`config.mk`:
```
export PLATFORM = sky130hd
export DESIGN_NAME = alarm_ringer_flat
export DESIGN_NICKNAME = d
export VERILOG_FILES = /design/src/rtl/alarm_ringer_if.sv /design/src/rtl/alarm_ringer.sv /design/src/flat_wrapper.sv
export SDC_FILE = /design/constraint.sdc
export NUM_CORES = 1
export LEC_CHECK = 0
export ABC_AREA = 1
export CORE_MARGIN = 5
export CORE_UTILIZATION = 45
export DETAILED_ROUTE_END_ITERATION = 8
export PLACE_DENSITY = 0.84
export SYNTH_ARGS = -nofsm -noshare
export SYNTH_HDL_FRONTEND = slang
export SYNTH_SLANG_ARGS = --single-unit
```
`constraint.sdc`:
```
create_clock -name clk -period 5.8 [get_ports clk]
set_input_delay 0.87 -clock clk [delete_from_list [all_inputs] [get_ports clk]]
set_output_delay 0.87 -clock clk [all_outputs]
set_load 0.02 [all_outputs]
```
`src/rtl/alarm_ringer_if.sv`:
```
// Alarm ringer bus: time/alarm/user inputs driven by the setter side,
// ring/buzz/snooze status returned by the ringer.
interface alarm_ringer_if;
   logic       tick_1s;
   logic [5:0] cur_hr;
   logic [5:0] cur_min;
   logic [5:0] cur_sec;
   logic [5:0] alm_hr;
   logic [5:0] alm_min;
   logic       almen;
   logic       stop;
   logic       snooze;
   logic       ringing;
   logic       buzz;
   logic       snz_act;
   logic [5:0] snz_hr;
   logic [5:0] snz_min;
   logic [1:0] snz_cnt;

   modport master (
      output tick_1s, cur_hr, cur_min, cur_sec, alm_hr, alm_min, almen, stop, snooze,
      input  ringing, buzz, snz_act, snz_hr, snz_min, snz_cnt
   );

   modport slave (
      input  tick_1s, cur_hr, cur_min, cur_sec, alm_hr, alm_min, almen, stop, snooze,
      output ringing, buzz, snz_act, snz_hr, snz_min, snz_cnt
   );
endinterface

```
`src/rtl/alarm_ringer.sv`:
```
// Alarm ringer: rings at the alarm minute, drives a 1 Hz beep, and handles
// stop, bounded snooze and unattended-ring timeout.
module alarm_ringer #(
   parameter int SNOOZE_MIN = 5,
   parameter int MAX_SNOOZE = 3,
   parameter int RING_TO_S  = 60
) (
   input  logic           clk,
   input  logic           rst,
   alarm_ringer_if.slave  bus
);

   typedef enum logic [1:0] {S_IDLE, S_RING, S_SNOOZE, S_DONE} state_t;

   localparam logic [7:0] TO_LAST = 8'(RING_TO_S - 1);

   state_t     r_state;
   state_t     w_state_nxt;
   logic       w_enter_ring;
   logic       w_take_snz;

   logic [5:0] r_ring_min;
   logic [7:0] r_to_cnt;
   logic       r_ringing;
   logic       r_buzz;
   logic       r_snz_act;
   logic [5:0] r_snz_hr;
   logic [5:0] r_snz_min;
   logic [1:0] r_snz_cnt;

   logic       w_alm_valid;
   logic [5:0] w_tgt_hr;
   logic [5:0] w_tgt_min;
   logic       w_match;
   logic [6:0] w_min_sum;
   logic       w_min_wrap;
   logic [5:0] w_snz_hr_nxt;
   logic [5:0] w_snz_min_nxt;
   logic       w_snz_ok;
   logic       w_to_hit;

   // Snooze target is always a legal time; only the programmed alarm needs range checking.
   assign w_alm_valid = (bus.alm_hr <= 6'd23) && (bus.alm_min <= 6'd59);
   assign w_tgt_hr    = (r_state == S_SNOOZE) ? r_snz_hr  : bus.alm_hr;
   assign w_tgt_min   = (r_state == S_SNOOZE) ? r_snz_min : bus.alm_min;
   assign w_match     = (bus.cur_sec == 6'd0) && (bus.cur_hr == w_tgt_hr) &&
                        (bus.cur_min == w_tgt_min) && ((r_state == S_SNOOZE) || w_alm_valid);

   assign w_min_sum     = {1'b0, bus.cur_min} + 7'(SNOOZE_MIN);
   assign w_min_wrap    = (w_min_sum >= 7'd60);
   assign w_snz_min_nxt = w_min_wrap ? 6'(w_min_sum - 7'd60) : w_min_sum[5:0];
   assign w_snz_hr_nxt  = !w_min_wrap ? bus.cur_hr :
                          (bus.cur_hr >= 6'd23) ? 6'd0 : bus.cur_hr + 6'd1;

   assign w_snz_ok = (r_snz_cnt < 2'(MAX_SNOOZE));
   assign w_to_hit = bus.tick_1s && (r_to_cnt == TO_LAST);

   always_ff @(posedge clk) begin
      if (rst) r_state <= S_IDLE;
      else     r_state <= w_state_nxt;
   end

   // NOTE: every signal driven here gets a default first so no latch is inferred.
   always_comb begin
      w_state_nxt  = r_state;
      w_enter_ring = 1'b0;
      w_take_snz   = 1'b0;
      if (!bus.almen) begin
         w_state_nxt = S_IDLE;
      end else begin
         case (r_state)
            S_IDLE: begin
               if (w_match) begin
                  w_state_nxt  = S_RING;
                  w_enter_ring = 1'b1;
               end
            end
            S_RING: begin
               if (bus.stop) begin
                  w_state_nxt = S_DONE;
               end else if (bus.snooze) begin
                  if (w_snz_ok) begin
                     w_state_nxt = S_SNOOZE;
                     w_take_snz  = 1'b1;
                  end else begin
                     w_state_nxt = S_DONE;
                  end
               end else if (w_to_hit) begin
                  w_state_nxt = S_DONE;
               end
            end
            S_SNOOZE: begin
               if (bus.stop) begin
                  w_state_nxt = S_DONE;
               end else if (w_match) begin
                  w_state_nxt  = S_RING;
                  w_enter_ring = 1'b1;
               end
            end
            S_DONE: begin
               // Holding here for the rest of the alarm minute prevents an immediate re-trigger.
               if (bus.cur_min != r_ring_min) w_state_nxt = S_IDLE;
            end
            default: w_state_nxt = S_IDLE;
         endcase
      end
   end

   // NOTE: sequential state uses non-blocking assignments so all flops update from pre-edge values.
   always_ff @(posedge clk) begin
      if (rst) begin
         r_ring_min <= 6'd0;
         r_to_cnt   <= 8'd0;
         r_ringing  <= 1'b0;
         r_buzz     <= 1'b0;
         r_snz_act  <= 1'b0;
         r_snz_hr   <= 6'd0;
         r_snz_min  <= 6'd0;
         r_snz_cnt  <= 2'd0;
      end else begin
         r_ringing <= (w_state_nxt == S_RING);
         r_snz_act <= (w_state_nxt == S_SNOOZE);

         if (w_enter_ring) begin
            r_ring_min <= bus.cur_min;
            r_to_cnt   <= 8'd0;
         end else if ((r_state == S_RING) && bus.tick_1s) begin
            r_to_cnt <= r_to_cnt + 8'd1;
         end

         if (w_state_nxt != S_RING) r_buzz <= 1'b0;
         else if (w_enter_ring)     r_buzz <= 1'b1;
         else if (bus.tick_1s)      r_buzz <= ~r_buzz;

         if (w_take_snz) begin
            r_snz_hr  <= w_snz_hr_nxt;
            r_snz_min <= w_snz_min_nxt;
            r_snz_cnt <= r_snz_cnt + 2'd1;
         end else if (w_state_nxt == S_IDLE) begin
            r_snz_cnt <= 2'd0;
         end
      end
   end

   assign bus.ringing = r_ringing;
   assign bus.buzz    = r_buzz;
   assign bus.snz_act = r_snz_act;
   assign bus.snz_hr  = r_snz_hr;
   assign bus.snz_min = r_snz_min;
   assign bus.snz_cnt = r_snz_cnt;

endmodule
```
`src/flat_wrapper.sv`:
```
// flat-port wrapper written by rule: the top's interface ports become plain ports
module alarm_ringer_flat 
#(
   parameter int SNOOZE_MIN = 5,
   parameter int MAX_SNOOZE = 3,
   parameter int RING_TO_S  = 60
)
  (clk, rst, bus_tick_1s, bus_cur_hr, bus_cur_min, bus_cur_sec, bus_alm_hr, bus_alm_min, bus_almen, bus_stop, bus_snooze, bus_ringing, bus_buzz, bus_snz_act, bus_snz_hr, bus_snz_min, bus_snz_cnt);
  alarm_ringer_if bus_i ();
  input  logic clk;
  input  logic rst;
  input wire logic [$bits(bus_i.tick_1s)-1:0] bus_tick_1s;
  input wire logic [$bits(bus_i.cur_hr)-1:0] bus_cur_hr;
  input wire logic [$bits(bus_i.cur_min)-1:0] bus_cur_min;
  input wire logic [$bits(bus_i.cur_sec)-1:0] bus_cur_sec;
  input wire logic [$bits(bus_i.alm_hr)-1:0] bus_alm_hr;
  input wire logic [$bits(bus_i.alm_min)-1:0] bus_alm_min;
  input wire logic [$bits(bus_i.almen)-1:0] bus_almen;
  input wire logic [$bits(bus_i.stop)-1:0] bus_stop;
  input wire logic [$bits(bus_i.snooze)-1:0] bus_snooze;
  output wire logic [$bits(bus_i.ringing)-1:0] bus_ringing;
  output wire logic [$bits(bus_i.buzz)-1:0] bus_buzz;
  output wire logic [$bits(bus_i.snz_act)-1:0] bus_snz_act;
  output wire logic [$bits(bus_i.snz_hr)-1:0] bus_snz_hr;
  output wire logic [$bits(bus_i.snz_min)-1:0] bus_snz_min;
  output wire logic [$bits(bus_i.snz_cnt)-1:0] bus_snz_cnt;
  assign bus_i.tick_1s = bus_tick_1s;
  assign bus_i.cur_hr = bus_cur_hr;
  assign bus_i.cur_min = bus_cur_min;
  assign bus_i.cur_sec = bus_cur_sec;
  assign bus_i.alm_hr = bus_alm_hr;
  assign bus_i.alm_min = bus_alm_min;
  assign bus_i.almen = bus_almen;
  assign bus_i.stop = bus_stop;
  assign bus_i.snooze = bus_snooze;
  assign bus_ringing = bus_i.ringing;
  assign bus_buzz = bus_i.buzz;
  assign bus_snz_act = bus_i.snz_act;
  assign bus_snz_hr = bus_i.snz_hr;
  assign bus_snz_min = bus_i.snz_min;
  assign bus_snz_cnt = bus_i.snz_cnt;
  alarm_ringer #(.SNOOZE_MIN(SNOOZE_MIN), .MAX_SNOOZE(MAX_SNOOZE), .RING_TO_S(RING_TO_S)) u_core (.clk(clk), .rst(rst), .bus(bus_i));
endmodule
```
Word-level counts from Yosys, hierarchy flattened
Index checks and enable logic that the tools add are counted.
Widths: inputs -> output; s select.
{ "totals": {"output_inout_bits": 17, "input_bits": 36, "ff_bits": 33, "word_cells": 71} }
{ "op_classes": {"reduce_logical": 14, "bitwise_logic": 1, "n_addsub": 5, "magnitude_cmp": 5, "n_mux": 27, "n_eq_ne": 10} }
{ "ops": {"columns": ["op", "count"], "rows": [
  ["$mux 6", 5],
  ["$mux 2", 9],
  ["$eq 6x6->1", 2],
  ["$mux 1", 11],
  ["$add 8x1->8 const B", 1],
  ["$eq 8x6->1 const B", 1],
  ["$pmux 2 s4", 1],
  ["$add 6x3->7 const B", 1],
  ["$ge 7x6->1 const B", 1],
  ["$add 6x1->6 const B", 1],
  ["$eq 2x2->1 const B", 3],
  ["$ge 6x5->1 const B", 1],
  ["$le 6x5->1 const B", 1],
  ["$le 6x6->1 const B", 1],
  ["$logic_and 1x1->1", 6],
  ["$logic_not 6->1", 1],
  ["$ne 6x6->1", 1],
  ["$sub 6x6->6 const B", 1],
  ["$eq 2x1->1 const B", 2],
  ["$logic_not 2->1", 2],
  ["$reduce_bool 2->1", 2],
  ["$reduce_or 2->1", 2],
  ["$add 2x1->2 const B", 1],
  ["$lt 2x2->1 const B", 1],
  ["other kinds (4)", 4]
]} }

Depth between registers and ports, before layout
{ "depth": {"depth_word": 13, "mapped_depth": 18, "mapped_depth_nobuf": 17} }

Least setup slack after synthesis
No wires, ideal clock.
{ "synth_timing": {"kind": "input port to flip-flop", "from": "in bus_cur_min[3]", "to": "reg u_core.r_snz_hr[2] (netlist: u_core.bus.snz_hr[2])", "arrival_time_ps": 2367, "path_slack_ps": 3363, "n_path_buf": 2, "stages": 11, "required_ps": 5730, "path_cell_list": "clkbuf_1 -> inv_1 -> xor2_1 -> inv_1 -> ha_1 -> nand4_1 -> nand3_1 -> buf_2 -> a21oi_1 -> nand3_1 -> a21oi_1"} }
{ "synth_via": {"elab_chain_len": 3} }
{ "synth_rtl": {"columns": ["item", "line", "source"], "rows": [
  ["from (decl)", "flat_wrapper.sv:14", "input wire logic [$bits(bus_i.cur_min)-1:0] bus_cur_min;"],
  ["$add 6x3->7", "alarm_ringer.sv:49", "assign w_min_sum = {1'b0, bus.cur_min} + 7'(SNOOZE_MIN);"],
  ["$ge 7x6->1", "alarm_ringer.sv:50", "assign w_min_wrap = (w_min_sum >= 7'd60);"],
  ["$mux 6", "alarm_ringer.sv:52", "assign w_snz_hr_nxt = !w_min_wrap ? bus.cur_hr :"],
  ["to (signal assigned)", "alarm_ringer.sv:136", "r_snz_hr <= w_snz_hr_nxt;"],
  ["to (decl)", "alarm_ringer.sv:27", "logic [5:0] r_snz_hr;"]
]} }
Every way passes these cells.
A chain may end at the register's enable or synchronous reset.

Worst setup path in the final report
{ "layout_timing": {"from": "in bus_cur_min[0]", "to": "reg u_core.r_snz_hr[2] (netlist: u_core.bus.snz_hr[2])"} }
The elaborated chain is that of the path after synthesis.

==> reports/metrics.cfg <==
[status]
status=completed

[clocking]
clkTransAtPathRegs_ns=0.07
clock-root-buffer=clkbuf_8
cts_sinks=33
holdBufCountCts=0
cts_max_level=2
cts_resized=0
insertion_delay_ns=0.29
cts-buffers-inserted=5
cts_tree=built
cts_setup_buffers=0
clk_path_buf_depth=2

[critical_path]
cp_top_family=compound AO/OA/AOI/OAI gates
startpoint_type=primary input
cp.buffers_inverters=3
path_cells=clkdlybuf4s50_1 -> inv_1 -> o21ai_0 -> xor2_1 -> inv_1 -> ha_1 -> nand4_1 -> nand3_1 -> a21oi_1 -> nand3_1 -> a21oi_1
cp.arrival_ns=3.30
path_max_fanout=12
worstSetupPathType=in2reg
slowest_stage=clkdlybuf4s50_1
rrSetupSlack_ns=3.13
cp.required_ns=6.01
critPathMaxStageDelay_ns=0.54
cp-end-kind=register

[timing]
rsz0062_at_grt=false
setup_tns_ns=0
maxSlewViolCount=0
relSlewSlack_pct=35.7
clock.fmax_ghz=0.323
setup_viol=0
worst_pin_slew_ns=0.962
fin_skew_ns=0.00672
fin_crit_sh_pct=53.3
hold_viol=0
fin_crit_ns=3.09

[floorplan]
start_util_pct=46.3
die_y_um=79.5
fp.dieW_um=79.5
dieArea_sq_um=6320
core_sq_um=4690
num_io_pins=53
rows=25

[synthesis]
synthCells=344
synth_area_sq_um=2170
netlist.top_cell.by_area=dfxtp_1
synth_fp_nets=385
synth_area_leaders=dfxtp_1 30%, nand2_1 17%, nand3_1 10%
ys_types=32
avgSynthCellArea_sq_um=6.32
seq_area_frac_synth_pct=30.4
synth_top_area_share_pct=30.4
yosysWarnings=0
ys_ff_latch=33

[detailed_routing]
vias=2369
drt-total-wl_um=5840
final_antenna_net_count=0
drt-pass1-iter-count=5
via_per_inst=5.29
drc_errors=0
wl_per_cell_um=13.0
drt_iter0_markers=209

[job]
cap_violations=0

[cells_and_area]
drive_gt1_share_pct=5.84
antenna_cells=0
finalNetCount=434
syn2layout_area_growth_pct=27.8

[place]
place_congestion=0.879
port-buffer-count=52
hpwl_um=4520

[min_path]
min-delay-path-class=reg2reg

[power]
peakVddDrop_uv=84.7
finalPower_mw=0.471
leakage_nw=1.25
powerDensity_nw_per_um2=170

[global_route]
grt_pass1_wl_um=9890
grt_pass1_vias=2249
antenna_found_initial=0
grt.total_usage_pct=19.8
grt_overflow_total=0
grt_max_degree=21

## logic make-up (layout without fill, tap and decap cells)
kind of cell | after synthesis | in the layout | share of synthesized area [%]
AOI/OAI and AO/OA | 46 | 46 | 12.2
xor gates and xnor gates | 12 | 12 | 4.83
adders and majority gates | 5 | 5 | 2.88
buffers and inverters | 55 | 105 | 10.8
DFF | 33 | 33 | 30.4
and+or+nand+nor | 193 | 193 | 38.9
## power breakdown
group	switching, mW	total [mW]	internal, mW
combinational	0.0390	0.0754	0.0363
sequential	0.000000269	0.226	0.226
clock	0.0863	0.169	0.0831
total	0.125	0.471	0.346
## flip-flops by register name, indices dropped and copies added, names as in the netlist
| signal | flops |
|---|---|
| u_core.bus.buzz | 1 |
| u_core.bus.snz_act | 1 |
| u_core.bus.snz_hr | 6 |
| u_core.r_ring_min | 6 |
| u_core.bus.snz_cnt | 2 |
| u_core.bus.snz_min | 6 |
| u_core.r_state | 2 |
| u_core.r_to_cnt | 8 |
| u_core.bus.ringing | 1 |
## cells in the final DEF (no fill, tap or decap), types with 7 or more instances in the layout
master,count
a21oi_1,23
clkdlybuf4s50_1,52
dfxtp_1,33
inv_1,44
nand2_1,101
nand2_2,7
nand3_1,44
nand4_1,7
nor2_1,22
o21ai_0,11
xor2_1,9
## cell usage after synthesis (all sizes together)
library cell  number
nand3             44
inv               45
nor3b              1
dfxtp             33
o211ai             2
nor3               4
nand2            109
buf                6
o21bai             1
o22ai              2
nor2              24
or2                3
a211oi             2
a211o              1
clkbuf             4
nor4               1
a41oi              1
o21ai             12
xnor2              3
a31oi              2
nand4              7
a21oi             23
ha                 5
xor2               9
## worst register-to-register path: cells and delay by family, from the launching register on
family | cells | cell delay (ns)
AO/OA/AOI/OAI | 2 | 0.34
flip-flops | 1 | 0.78
AND/OR/NAND/NOR | 11 | 1.44
## cell type report
class | count | area (sq um)
Inverter | 45 | 169
Clock inverter | 2 | 10.0
Clock buffer | 6 | 72.6
Timing Repair Buffer | 52 | 520
Tap cell | 54 | 67.6
Multi-Input combinational cell | 256 | 1280
Sequential cell | 33 | 661
Fill cell | 439 | 1910
## final timing paths
check | start | end | cells after the start
worst max-delay path | bus_cur_min[0] | u_core.bus.snz_hr[2]$_SDFFE_PP0P_ | 11
worst min-delay path | u_core.r_ring_min[3]$_SDFFE_PP0P_ | u_core.r_ring_min[3]$_SDFFE_PP0P_ | 2
worst max register to register | u_core.r_state[1]$_SDFF_PP0_ | u_core.r_to_cnt[1]$_SDFFE_PP0P_ | 13
worst min register to register | u_core.r_ring_min[3]$_SDFFE_PP0P_ | u_core.r_ring_min[3]$_SDFFE_PP0P_ | 2
## layer usage
layer	share of wire [%]	vias to the layer above	global-route usage (%)
li1	-	1209	-
met1	43	1059	24.9
met2	48	87	31.8
met3	6.5	14	4.74
met4	2.5	0	8.76
met5	0	-	0
## stage by stage
step                setup WS (ns)  instance area (sq um)  utilization (%)  instances  hold WS [ns]
finish                       2.71                   2780             59.2        448         0.479
global route                 2.43                   2780             59.2        448         0.506
CTS                          2.75                   2780             59.2        448         0.481
detailed placement           2.46                   2700             57.5        440         0.472
global placement             2.53                   2700             57.5        440         0.465
floorplan                    3.36                   2170                -        344         0.443
(Power assumes the default switching activity.)
==> RTL change 1 (same flow settings) <==
Reset style: asynchronous (`rst`), changed in 2 clocked blocks.
--- a/src/rtl/alarm_ringer.sv
+++ b/src/rtl/alarm_ringer.sv
@@ -57,3 +57,3 @@
 
-   always_ff @(posedge clk) begin
+   always_ff @(posedge clk or posedge rst) begin
       if (rst) r_state <= S_IDLE;
@@ -109,3 +109,3 @@
    // NOTE: sequential state uses non-blocking assignments so all flops update from pre-edge values.
-   always_ff @(posedge clk) begin
+   always_ff @(posedge clk or posedge rst) begin
       if (rst) begin
Function: differs if rst is asserted again (counterexample within 4 cycles, from zero or initial values and one cycle with rst high); with rst held inactive, the same outputs for 10 cycles.
==> RTL change 1 against the original RTL <==
- routed wire length up 5.3%
- largest cell class unchanged
- critical path depth increased by 3
- setup slack got worse by 0.13 ns
- count of clock-buffer cells in the layout fell by 1
- cell area up 7.7%
- fmax is 4.1% lower
- area after synthesis increased by 9.1%
- sequential cell count is the same
Power is not compared: it rests on default switching activity, and its combinational part moved more than twofold at a synthesized area within 25%.
==> RTL change 1: results (changes against the original RTL) <==
.. list-table::
   :header-rows: 1

   * - Metric
     - Value
   * - Via count of the first global-routing pass
     - 2270 (was 2249)
   * - Multi-input gates
     - 259 (was 256)
   * - Pin count of the biggest net entering global routing
     - 34 (was 21)
   * - Site row count
     - 26 (was 25)
   * - Met1 Usage GRT
     - 23.4% (was 24.9%)
   * - GP Congestion
     - 0.874 (was 0.879)
   * - Count of clock-net buffers in the final layout
     - 5 (was 6)
   * - Placed wire-length estimate
     - 4.73 mm (was 4.52 mm)
   * - Detailed-route via count
     - 2459 (was 2369)
   * - Adder and majority gate portion of the synthesized area
     - 2.64% (was 2.88%)
   * - Critical path's top delay family
     - simple AND/OR/NAND/NOR gates (was compound AO/OA/AOI/OAI gates)
   * - Cell types occupying the most area after synthesis
     - sky130_fd_sc_hd__dfrtp_1 35%, sky130_fd_sc_hd__nand2_1 18%, sky130_fd_sc_hd__nand3_1 9.5% (was sky130_fd_sc_hd__dfxtp_1 30%, sky130_fd_sc_hd__nand2_1 17%, sky130_fd_sc_hd__nand3_1 10%)
   * - Number of iterations in the first detailed-routing pass
     - 4 (was 5)
   * - Synthesized-area fraction occupied by ao, oa, aoi and oai cells
     - 8.39% (was 12.2%)
   * - Number of nets in the layout
     - 452 (was 434)
   * - Signal buffers share of area
     - 17.6% (was 18.7%)
   * - Met2 track utilization from global routing
     - 33.4% (was 31.8%)
   * - First-pass GRT wire length
     - 10.1 mm (was 9.89 mm)
   * - Count of non-CTS buffers in the layout
     - 53 (was 52)
   * - Pre-CTS worst setup slack
     - 2.30 ns (was 2.46 ns)
   * - Non-filler instance count after layout
     - 480 (was 448)
   * - Run status
     - finished, final reports clean (unchanged)
   * - Sum of routed wire length over all layers
     - 6.15 mm (was 5.84 mm)
   * - Register fraction of the total cell area
     - 27.6% (was 23.8%)
   * - Maximum fanout along the worst path
     - 11 (was 12)
   * - Fraction of standard cell area in multi-input logic
     - 41.9% (was 46.0%)
   * - Met3 wire len
     - 467 um (was 381 um)
   * - M3 GR Usage
     - 3.80% (was 4.74%)
   * - Count of different cell masters after synthesis
     - 30 (was 32)
   * - Most common library cells after synthesis
     - 114 x sky130_fd_sc_hd__nand2_1, 57 x sky130_fd_sc_hd__inv_1, 45 x sky130_fd_sc_hd__nand3_1, 33 x sky130_fd_sc_hd__dfrtp_1, 28 x sky130_fd_sc_hd__nor2_1 (was 101 x sky130_fd_sc_hd__nand2_1, 44 x sky130_fd_sc_hd__inv_1, 44 x sky130_fd_sc_hd__nand3_1, 33 x sky130_fd_sc_hd__dfxtp_1, 23 x sky130_fd_sc_hd__a21oi_1)
   * - Total chip power
     - 599 uW
RTL change 1: cell types whose count changed after synthesis, moves of 5 or more:
cell	change
sky130_fd_sc_hd__dfrtp_1	+33
sky130_fd_sc_hd__dfxtp_1	-33
sky130_fd_sc_hd__o21ai_1	+5
sky130_fd_sc_hd__a21oi_1	-19
sky130_fd_sc_hd__o21ai_0	+5
sky130_fd_sc_hd__nand2_1	+13
sky130_fd_sc_hd__nor2_1	+6
sky130_fd_sc_hd__inv_1	+13
RTL change 1: final timing paths:
check	cells after the start	slack [ns]	to
max in group asynchronous	3	4.51	u_core.r_to_cnt[4]
worst max-delay path	14	2.58	u_core.bus.snz_hr[3]
worst min-delay path	2	0.52	u_core.bus.snz_hr[5]
worst min register to register	2	0.52	u_core.bus.snz_hr[5]
min in group asynchronous	3	0.98	u_core.r_ring_min[0]
worst max register to register	13	3.26	u_core.r_ring_min[1]
==> RTL change 2 (same settings) <==
Made on the original files. `RING_TO_S` is set to 60 in 2 places; all go to 30.
--- a/src/rtl/alarm_ringer.sv
+++ b/src/rtl/alarm_ringer.sv
@@ -5,3 +5,3 @@
    parameter int MAX_SNOOZE = 3,
-   parameter int RING_TO_S  = 60
+   parameter int RING_TO_S  = 30
 ) (
--- a/src/flat_wrapper.sv
+++ b/src/flat_wrapper.sv
@@ -5,3 +5,3 @@
    parameter int MAX_SNOOZE = 3,
-   parameter int RING_TO_S  = 60
+   parameter int RING_TO_S  = 30
 )
Check against the original RTL: no difference found for any inputs over 10 cycles, from zero or initial values and one cycle with rst high; that may be too few to reach the edited logic, so the function may still have changed.
==> RTL change 2 against the original RTL <==
- synthesized cell count decreased by 1.7%
- cell area decreased by 0.23%
- via count decreased by 2.7%
- routed wire length decreased by 4.1%
- die area decreased by 0.10%
- area after synthesis decreased by 0.12%
- power increased by 1.0%
- critical path type unchanged
- sequential cell count unchanged
- setup slack got worse by 0.096 ns
==> RTL change 2: results (changes against the original RTL) <==
.. list-table::
   :header-rows: 1

   * - Metric
     - Value
   * - Run status
     - finished, final reports clean (unchanged)
   * - Root cell of the clock tree
     - sky130_fd_sc_hd__clkbuf_8 (unchanged)
   * - Placed wire-length estimate
     - 4.32 mm (was 4.52 mm)
   * - Average via count per standard cell
     - 5.25 (was 5.29)
   * - Pin count of the biggest net entering global routing
     - 19 (was 21)
   * - Data arrival, critical path
     - 3.40 ns (was 3.30 ns)
   * - Part of the Yosys area used for sequential elements
     - 30.4% (about the same)
   * - Most common library cells after synthesis
     - 92 x sky130_fd_sc_hd__nand2_1, 39 x sky130_fd_sc_hd__inv_1, 38 x sky130_fd_sc_hd__nand3_1, 33 x sky130_fd_sc_hd__dfxtp_1, 26 x sky130_fd_sc_hd__a21oi_1 (was 101 x sky130_fd_sc_hd__nand2_1, 44 x sky130_fd_sc_hd__inv_1, 44 x sky130_fd_sc_hd__nand3_1, 33 x sky130_fd_sc_hd__dfxtp_1, 23 x sky130_fd_sc_hd__a21oi_1)
   * - VDD IR-drop max
     - 184 uV (was 84.7 uV)
   * - Number of nets produced by synthesis
     - 380 (was 385)
   * - GP Congestion
     - 0.871 (was 0.879)
   * - Largest clock skew in the final design
     - 0.00653 ns (was 0.00672 ns)
   * - Number of iterations in the first detailed-routing pass
     - 4 (was 5)
   * - Static leakage power
     - 0.00122 uW (was 0.00125 uW)
   * - Cell types occupying the most area after synthesis
     - sky130_fd_sc_hd__dfxtp_1 30%, sky130_fd_sc_hd__nand2_1 16%, sky130_fd_sc_hd__nand3_1 8.8% (was sky130_fd_sc_hd__dfxtp_1 30%, sky130_fd_sc_hd__nand2_1 17%, sky130_fd_sc_hd__nand3_1 10%)
   * - Share of layout cells above drive strength 1
     - 5.97% (was 5.84%)
   * - Sum of routed wire length over all layers
     - 5.60 mm (was 5.84 mm)
   * - Worst-Margin Slew
     - 0.736 ns (was 0.962 ns)
   * - Count of different cell masters after synthesis
     - 35 (was 32)
   * - DRC marker count from the first detailed-route iteration
     - 140 (was 209)
   * - Share of the synthesized area in the top cell type
     - 30.4% (about the same)
   * - Timing startpoint of the critical path
     - bus_cur_min[0] (unchanged)
   * - Number of nets in the layout
     - 427 (was 434)
   * - All-Layer GR Usage
     - 18.9% (was 19.8%)
   * - Maximum fanout along the worst path
     - 11 (was 12)
   * - First-pass GRT wire length
     - 9.60 mm (was 9.89 mm)
## RTL change 2: final timing paths
path / slack [ns] / depth (start not counted) / end
worst min-delay path: 0.47 / 2 / u_core.r_ring_min[3]
worst max register to register: 3.13 / 13 / u_core.r_to_cnt[4]
worst min register to register: 0.47 / 2 / u_core.r_ring_min[3]
worst max-delay path: 2.61 / 13 / u_core.bus.snz_hr[4]
## RTL change 2: report_power, final
| group | internal (uW) | switching [uW] |
|---|---|---|
| combinational | 36.8 | 39.5 |
| clock | 94.0 | 79.2 |
| sequential | 227 | 0.000351 |
| total | 357 | 119 |
## RTL change 2: cell families after synthesis
group | share of synthesized area [%]
AND/OR/NAND/NOR | 36.8
adder cells (fa/ha/maj) | 3.46
XOR/XNOR | 4.84
AO/OA/AOI/OAI | 14.2
buffers and inverters | 10.3
flip-flops | 30.4
## RTL change 2: final cells by class
type | instances | area [um2]
repair buffers | 52 | 520
clock buffers | 7 | 86.3
flip-flops and latches | 33 | 661
well taps | 54 | 67.6
multi-input cells | 253 | 1290
inverters | 40 | 150
fillers | 440 | 1920
## RTL change 2: critical path: cells and delay by family
kind / cells / cell delay (ns)
and+or+nand+nor: 7 / 1.09
buffers and inverters: 1 / 0.54
adders and majority gates: 2 / 0.48
AOI/OAI and AO/OA: 3 / 0.44
## RTL change 2: through the flow
| stage | total power, uW | instances | setup slack (ns) | cell area [um2] | hold WS (ns) |
|---|---|---|---|---|---|
| finish | 476 | 439 | 2.61 | 2770 | 0.474 |
| global placement | 306 | 432 | 2.49 | 2690 | 0.461 |
| detailed placement | 307 | 432 | 2.35 | 2690 | 0.469 |
| floorplan | 270 | 338 | 3.23 | 2170 | 0.445 |
| global route | 502 | 439 | 2.40 | 2770 | 0.492 |
| CTS | 481 | 439 | 2.64 | 2770 | 0.479 |
## RTL change 2: metal layers
layer  GRT usage, %  share of wire [%]  vias to the layer above
met5              0                  0                        -
li1               -                  -                     1190
met1           21.1                 42                     1025
met3           5.30                7.5                       13
met2           32.5                 48                       76
met4           9.62                2.4                        0
